## config.mk

```make
export PLATFORM = sky130hd
export DESIGN_NAME = wb_port_arbiter
export DESIGN_NICKNAME = d
export VERILOG_FILES = /design/src/rtl/wb_port_arbiter.sv
export SDC_FILE = /design/constraint.sdc
export NUM_CORES = 1
export LEC_CHECK = 0
export ABC_CLOCK_PERIOD_IN_PS = 10350
export BUFFER_PORTS_ARGS = -buffer_cell sky130_fd_sc_hd__buf_2
export CORE_MARGIN = 2
export CORE_UTILIZATION = 51
export CTS_BUF_LIST = sky130_fd_sc_hd__clkbuf_8 sky130_fd_sc_hd__clkbuf_16
export DETAILED_ROUTE_END_ITERATION = 12
export GPL_TIMING_DRIVEN = 0
export PLACE_DENSITY = 0.9
export SYNTH_ARGS = -nofsm -noshare
export SYNTH_HDL_FRONTEND = slang
export SYNTH_SLANG_ARGS = --single-unit
```

## constraint.sdc

```tcl
create_clock -name clk -period 10.35 [get_ports clk]
set_input_delay 3.105 -clock clk [delete_from_list [all_inputs] [get_ports clk]]
set_output_delay 3.105 -clock clk [all_outputs]
set_load 0.03 [all_outputs]
```

## src/rtl/wb_port_arbiter.sv

```systemverilog
// Writeback-port arbiter: three producers share the register-file write port.
// Fixed priority a > b > c, with aging override. Optional counters: WB_ARB_STATS_EN.
module wb_port_arbiter #(
  parameter int unsigned STARVE_LIMIT = 4,
  parameter int unsigned CNT_W        = 4
`ifdef WB_ARB_STATS_EN
  , parameter int unsigned STAT_W     = 32
`endif
) (
  input  logic             clk,
  input  logic             rst,
  input  logic [2:0]       req_valid,
  input  logic [4:0]       rd_a,
  input  logic [4:0]       rd_b,
  input  logic [4:0]       rd_c,
  output logic [2:0]       req_ready,
  output logic [1:0]       sel,
  output logic             reg_write,
  output logic [4:0]       rd_out
`ifdef WB_ARB_STATS_EN
  , output logic [STAT_W-1:0] stat_grant_a,
  output logic [STAT_W-1:0] stat_grant_b,
  output logic [STAT_W-1:0] stat_grant_c,
  output logic [STAT_W-1:0] stat_conflict,
  output logic [STAT_W-1:0] stat_starve
`endif
);

  localparam logic [CNT_W-1:0] LIMIT = CNT_W'(STARVE_LIMIT);

  logic [CNT_W-1:0] age_q [3];
  logic [CNT_W-1:0] age_d [3];
  logic [1:0]       last_sel_q, last_sel_d;
  logic [2:0]       starved;
  logic [2:0]       grant;
  logic [1:0]       win_idx;
  logic             starve_win;
  logic [4:0]       rd_win;

  // Starvation only counts for a requester still asserting valid this cycle.
  always_comb begin
    starved    = '0;
    grant      = '0;
    win_idx    = 2'b00;
    starve_win = 1'b0;
    for (int unsigned i = 0; i < 3; i++) begin
      starved[i] = req_valid[i] && (age_q[i] == LIMIT);
    end
    if (!rst) begin
      if (|starved) begin
        starve_win = 1'b1;
        if (starved[0])      begin grant = 3'b001; win_idx = 2'b00; end
        else if (starved[1]) begin grant = 3'b010; win_idx = 2'b01; end
        else                 begin grant = 3'b100; win_idx = 2'b10; end
      end else if (req_valid[0]) begin grant = 3'b001; win_idx = 2'b00; end
      else if (req_valid[1])     begin grant = 3'b010; win_idx = 2'b01; end
      else if (req_valid[2])     begin grant = 3'b100; win_idx = 2'b10; end
    end
  end

  always_comb begin
    rd_win = 5'd0;
    case (grant)
      3'b001:  rd_win = rd_a;
      3'b010:  rd_win = rd_b;
      3'b100:  rd_win = rd_c;
      default: rd_win = 5'd0;
    endcase
  end

  always_comb begin
    req_ready  = grant;
    rd_out     = rd_win;
    reg_write  = (|grant) && (rd_win != 5'd0);
    last_sel_d = (|grant) ? win_idx : last_sel_q;
    sel        = rst ? 2'b00 : last_sel_d;
  end

  always_comb begin
    for (int unsigned i = 0; i < 3; i++) begin
      if (!req_valid[i] || grant[i])
        age_d[i] = '0;
      else if (age_q[i] == LIMIT)
        age_d[i] = age_q[i];
      else
        age_d[i] = age_q[i] + CNT_W'(1);
    end
  end

  always_ff @(posedge clk) begin
    if (rst) begin
      for (int unsigned i = 0; i < 3; i++) age_q[i] <= '0;
      last_sel_q <= 2'b00;
    end else begin
      for (int unsigned i = 0; i < 3; i++) age_q[i] <= age_d[i];
      last_sel_q <= last_sel_d;
    end
  end

`ifdef WB_ARB_STATS_EN
  logic conflict;
  assign conflict = (req_valid[0] & req_valid[1]) | (req_valid[0] & req_valid[2]) |
                    (req_valid[1] & req_valid[2]);

  always_ff @(posedge clk) begin
    if (rst) begin
      stat_grant_a  <= '0;
      stat_grant_b  <= '0;
      stat_grant_c  <= '0;
      stat_conflict <= '0;
      stat_starve   <= '0;
    end else begin
      if (grant[0])   stat_grant_a  <= stat_grant_a + STAT_W'(1);
      if (grant[1])   stat_grant_b  <= stat_grant_b + STAT_W'(1);
      if (grant[2])   stat_grant_c  <= stat_grant_c + STAT_W'(1);
      if (conflict)   stat_conflict <= stat_conflict + STAT_W'(1);
      if (starve_win) stat_starve   <= stat_starve + STAT_W'(1);
    end
  end
`endif

endmodule

```

==> results.txt <==
----------------------------------------------------
[Clock tree]
  TritonCTS clock tree ... yes
  Inserted Clock Buffers ... 3
  CTS Hold Bufs ... 0
  Maximum clock path buffer count ... 2
  Resized Gates After CTS ... 0
  Clock root cell ... sky130_fd_sc_hd__clkbuf_8
  Clk sink count ... 14
  Register clock-pin slew on the reported worst setup and hold paths ... 0.05 ns
  H-tree depth ... 1
  Number of post-CTS setup repair buffers ... 0
  Clock latency at the later pin of the worst-skew pair ... 0.24 ns

[Worst setup path]
  Largest fanout on the critical path ... 7
  Data required time of the critical path ... 7.25 ns
  Worst reg2reg path depth ... 7
  Worst Setup Path Type ... in -> out
  Worst EP arrival ... 4.91 ns
  Endpoint class of the critical path ... output pin
  Launching point of the worst reg2reg path ... age_q[0][8]
  Startpoint type of the worst setup path ... primary input
  Register-to-register setup slack ... 8.38 ns
  R2R Path End ... last_sel_q[1]

[Timing]
  Period Utilization, post-route ... 0.7741
  Maximum clock skew at final layout ... 0.001664 ns
  Number of hold-slack violations in the final timing report ... 0
  Transition time at the pin with the least slew margin ... 0.4234 ns
  Period minus WS final ... 8.012 ns
  Endpoints failing setup ... 0
  Slew Viols, Final ... 0
  Sum Neg Setup Slack ... 0 ns
  Setup repair after global routing missed its margin ... no
  Relative max-transition margin ... 0.7165
  Maximum clock rate ... 124.8 MHz

[Detailed routing]
  Wire length after detailed routing ... 1.802 mm
  Detailed router's first-iteration violation count ... 10
  Detailed-router iteration count before antenna repair ... 4
  Post-route antenna net violation count ... 0
  DR DRC count ... 0
  DR vias/cell ... 5.514
  Wire length per cell ... 12.18 µm
  Routed vias ... 816

[Layout]
  Area growth syn-to-layout ... 25.76%
  Register cell area after layout ... 280.3 µm²
  Antenna fix cells ... 0
  Final net count ... 160
  Fillers ... 123
  Ratio of cells with drive above 1 in the final layout ... 0.2879
  Combined area of the multi-input logic cells ... 491.7 µm²

[Pwr]
  Leak pwr ... 0.0005094 µW
  PwrDens ... 117.4 mW/mm²
  Power, Total ... 121.2 µW
  Max IR drop VDD ... 0.09686 mV

[Yosys]
  Area fraction in compound gates after synthesis ... 0.2012
  Dominant register cell in the synthesized netlist ... sky130_fd_sc_hd__dfxtp_1
  Number of distinct library cells after synthesis ... 26
  Yosys synthesis warning count ... 0
  Sequential area share after synthesis ... 0.3415
  Dominant combinational cell family by area after synthesis ... simple AND/OR/NAND/NOR gates
  Leading cell type by number of instances after synthesis ... sky130_fd_sc_hd__dfxtp_1
  Share of flip-flops with an asynchronous set or reset after synthesis ... 0
  Post-Synthesis Net Count ... 125
  Simple-gate area share of the yosys netlist ... 0.2530
  Synth Cell Area ... 820.8 µm²
  Commonest cells post-synth ... sky130_fd_sc_hd__dfxtp_1 (14), sky130_fd_sc_hd__a21oi_1 (11), sky130_fd_sc_hd__nand2_1 (11), sky130_fd_sc_hd__nor2_1 (11), sky130_fd_sc_hd__inv_1 (10)
  Area share of xor/xnor cells in the synthesized design ... 0.05335
  Average cell area after synthesis ... 8.291 µm²
  Fraction of post-synthesis cell area in the top cell type by area ... 0.3415
  Biggest area contributors in the synthesized netlist ... sky130_fd_sc_hd__dfxtp_1 (34%), sky130_fd_sc_hd__ha_1 (9.1%), sky130_fd_sc_hd__a21oi_1 (6.7%), sky130_fd_sc_hd__xnor2_1 (5.3%), sky130_fd_sc_hd__nand2_1 (5.0%)
  Fraction of the mapped netlist area in adder cells ... 0.09146
  Library cell with the largest summed area after synthesis ... sky130_fd_sc_hd__dfxtp_1
  Proportion of synthesized area in mux cells ... 0
  Synthesized netlist cell count ... 99
  Number of enable-type register cells in the synthesized netlist ... 0
  Number of synthesized register bits ... 14

[Status]
  Outcome ... finished, final reports clean

[Floorplanning]
  Initial Util ... 0.5449
  Cell Rows ... 14
  I/O pins ... 31
  Core region area ... 0.001506 mm²
  Chip width ... 44.12 µm
  Full die area ... 0.001946 mm²
  Chip height ... 44.12 µm

[Placed design]
  Count of port buffers added during placement ... 30
  Final weighted congestion in routability-driven placement ... 0.7795
  Post-detailed-placement half-perimeter wirelength ... 1.417 mm

[Global route]
  Vias in the first global route ... 665
  Met2 track demand over resource in global routing ... 0.3353
  GR met1 Demand/Resource ... 0.2096
  Largest net degree at the start of global routing ... 9
  GR peak layer ... met2
  Total congestion overflow after global routing ... 0
  Wire length of the first global-routing pass ... 2.684 mm
  Met3 Track Usage GR ... 0.04898
  Initial antenna violation count ... 0
  Global-route total usage across every layer ... 0.1897

[Hold path]
  Min-Delay Endpoint ... age_q[0][0]
  Worst hold start ... age_q[0][0]
  Cell depth of the worst min-delay path ... 1
  Hold WC Path Type ... reg -> reg

[Job]
  Max-capacitance violation count ... 0

----------------------------------------------------
==> worst max-delay path, cell delays in order <==
cell and delay, ns:
sky130_fd_sc_hd__buf_2 0.11, sky130_fd_sc_hd__and4b_1 0.25, sky130_fd_sc_hd__o21ai_1 0.08, sky130_fd_sc_hd__and3_4 0.18, sky130_fd_sc_hd__buf_6 0.13, sky130_fd_sc_hd__a222oi_1 0.39
sky130_fd_sc_hd__nand2_1 0.09, sky130_fd_sc_hd__or4_1 0.39, sky130_fd_sc_hd__buf_2 0.19
==> how the worst max path moves through the flow <==
stage            startpoint        end  slack (ns)  depth (start not counted)
2_1_floorplan  req_valid[2]  reg_write        2.43                          7
3_3_place_gp   req_valid[2]  reg_write        2.39                          9
3_5_place_dp   req_valid[2]  reg_write        2.34                          9
4_1_cts        req_valid[2]  reg_write        2.34                          9
5_1_grt        req_valid[2]  reg_write        2.22                          9
6_report       req_valid[2]  reg_write        2.34                          9
==> cells by family after synthesis <==
group,count (synthesis)
xor gates and xnor gates,5
AOI/OAI and AO/OA,25
and+or+nand+nor,38
DFF,14
buffers and inverters,11
adders and majority gates,6
==> cell usage in the layout (no fill, tap or decap) <==
cell type and n:
sky130_fd_sc_hd__buf_6 1, sky130_fd_sc_hd__xnor2_1 5, sky130_fd_sc_hd__o21ba_1 1, sky130_fd_sc_hd__nand3b_2 1, sky130_fd_sc_hd__nor3b_2 1, sky130_fd_sc_hd__clkbuf_8 3
sky130_fd_sc_hd__nor3_1 3, sky130_fd_sc_hd__nor2_1 11, sky130_fd_sc_hd__buf_2 30, sky130_fd_sc_hd__nand3b_1 2, sky130_fd_sc_hd__and3_4 1, sky130_fd_sc_hd__and3b_1 2
sky130_fd_sc_hd__ha_1 6, sky130_fd_sc_hd__o21bai_1 1, sky130_fd_sc_hd__or4_1 1, sky130_fd_sc_hd__dfxtp_1 14, sky130_fd_sc_hd__nand3_1 3, sky130_fd_sc_hd__inv_1 10
sky130_fd_sc_hd__nand2_1 11, sky130_fd_sc_hd__a31oi_1 1, sky130_fd_sc_hd__a31o_2 1, sky130_fd_sc_hd__a22oi_1 3, sky130_fd_sc_hd__a222oi_1 2, sky130_fd_sc_hd__and4b_1 2
sky130_fd_sc_hd__o21ai_0 2, sky130_fd_sc_hd__a21oi_1 11, sky130_fd_sc_hd__o21ai_1 1, sky130_fd_sc_hd__o211a_1 2
==> layout make-up <==
cell class | count | share of cell area
multi-input combinational | 74 | 0.4764
sequential | 14 | 0.2715
inverter | 10 | 0.03636
tap | 16 | 0.01939
timing repair buffer | 30 | 0.1455
buffer | 1 | 0.01091
clock buffer | 3 | 0.04000
==> sequential cells by signal, summed over array words and instances, names as in the netlist <==
signal,flops
last_sel_q,2
age_q,12
==> stage by stage <==
step | hold slack [ns] | setup WS [ns] | instance area (µm²) | util | cells
6_report | 0.4575 | 2.338 | 1032 | 0.6852 | 148
5_1_grt | 0.4796 | 2.217 | 1032 | 0.6852 | 148
4_1_cts | 0.4653 | 2.339 | 1032 | 0.6852 | 148
3_5_place_dp | 0.4514 | 2.337 | 991.0 | 0.6578 | 145
3_3_place_gp | 0.4431 | 2.389 | 991.0 | 0.6578 | 145
2_1_floorplan | 0.4297 | 2.434 | 820.8 | - | 99
==> power breakdown <==
part           total (µW)  internal (µW)  switching [µW]
clock                42.9           25.7            17.2
combinational        22.5           8.73            13.8
sequential           55.8           55.0           0.796
total                 121           89.4            31.8
==> per-layer routing <==
layer | up-vias | part of all wire | wire length [µm]
met4 | 0 | 0.017 | 31
met5 | - | 0 | 0
li1 | 415 | - | -
met3 | 5 | 0.094 | 169
met1 | 352 | 0.41 | 738
met2 | 44 | 0.48 | 862
(Power assumes the default switching activity.)
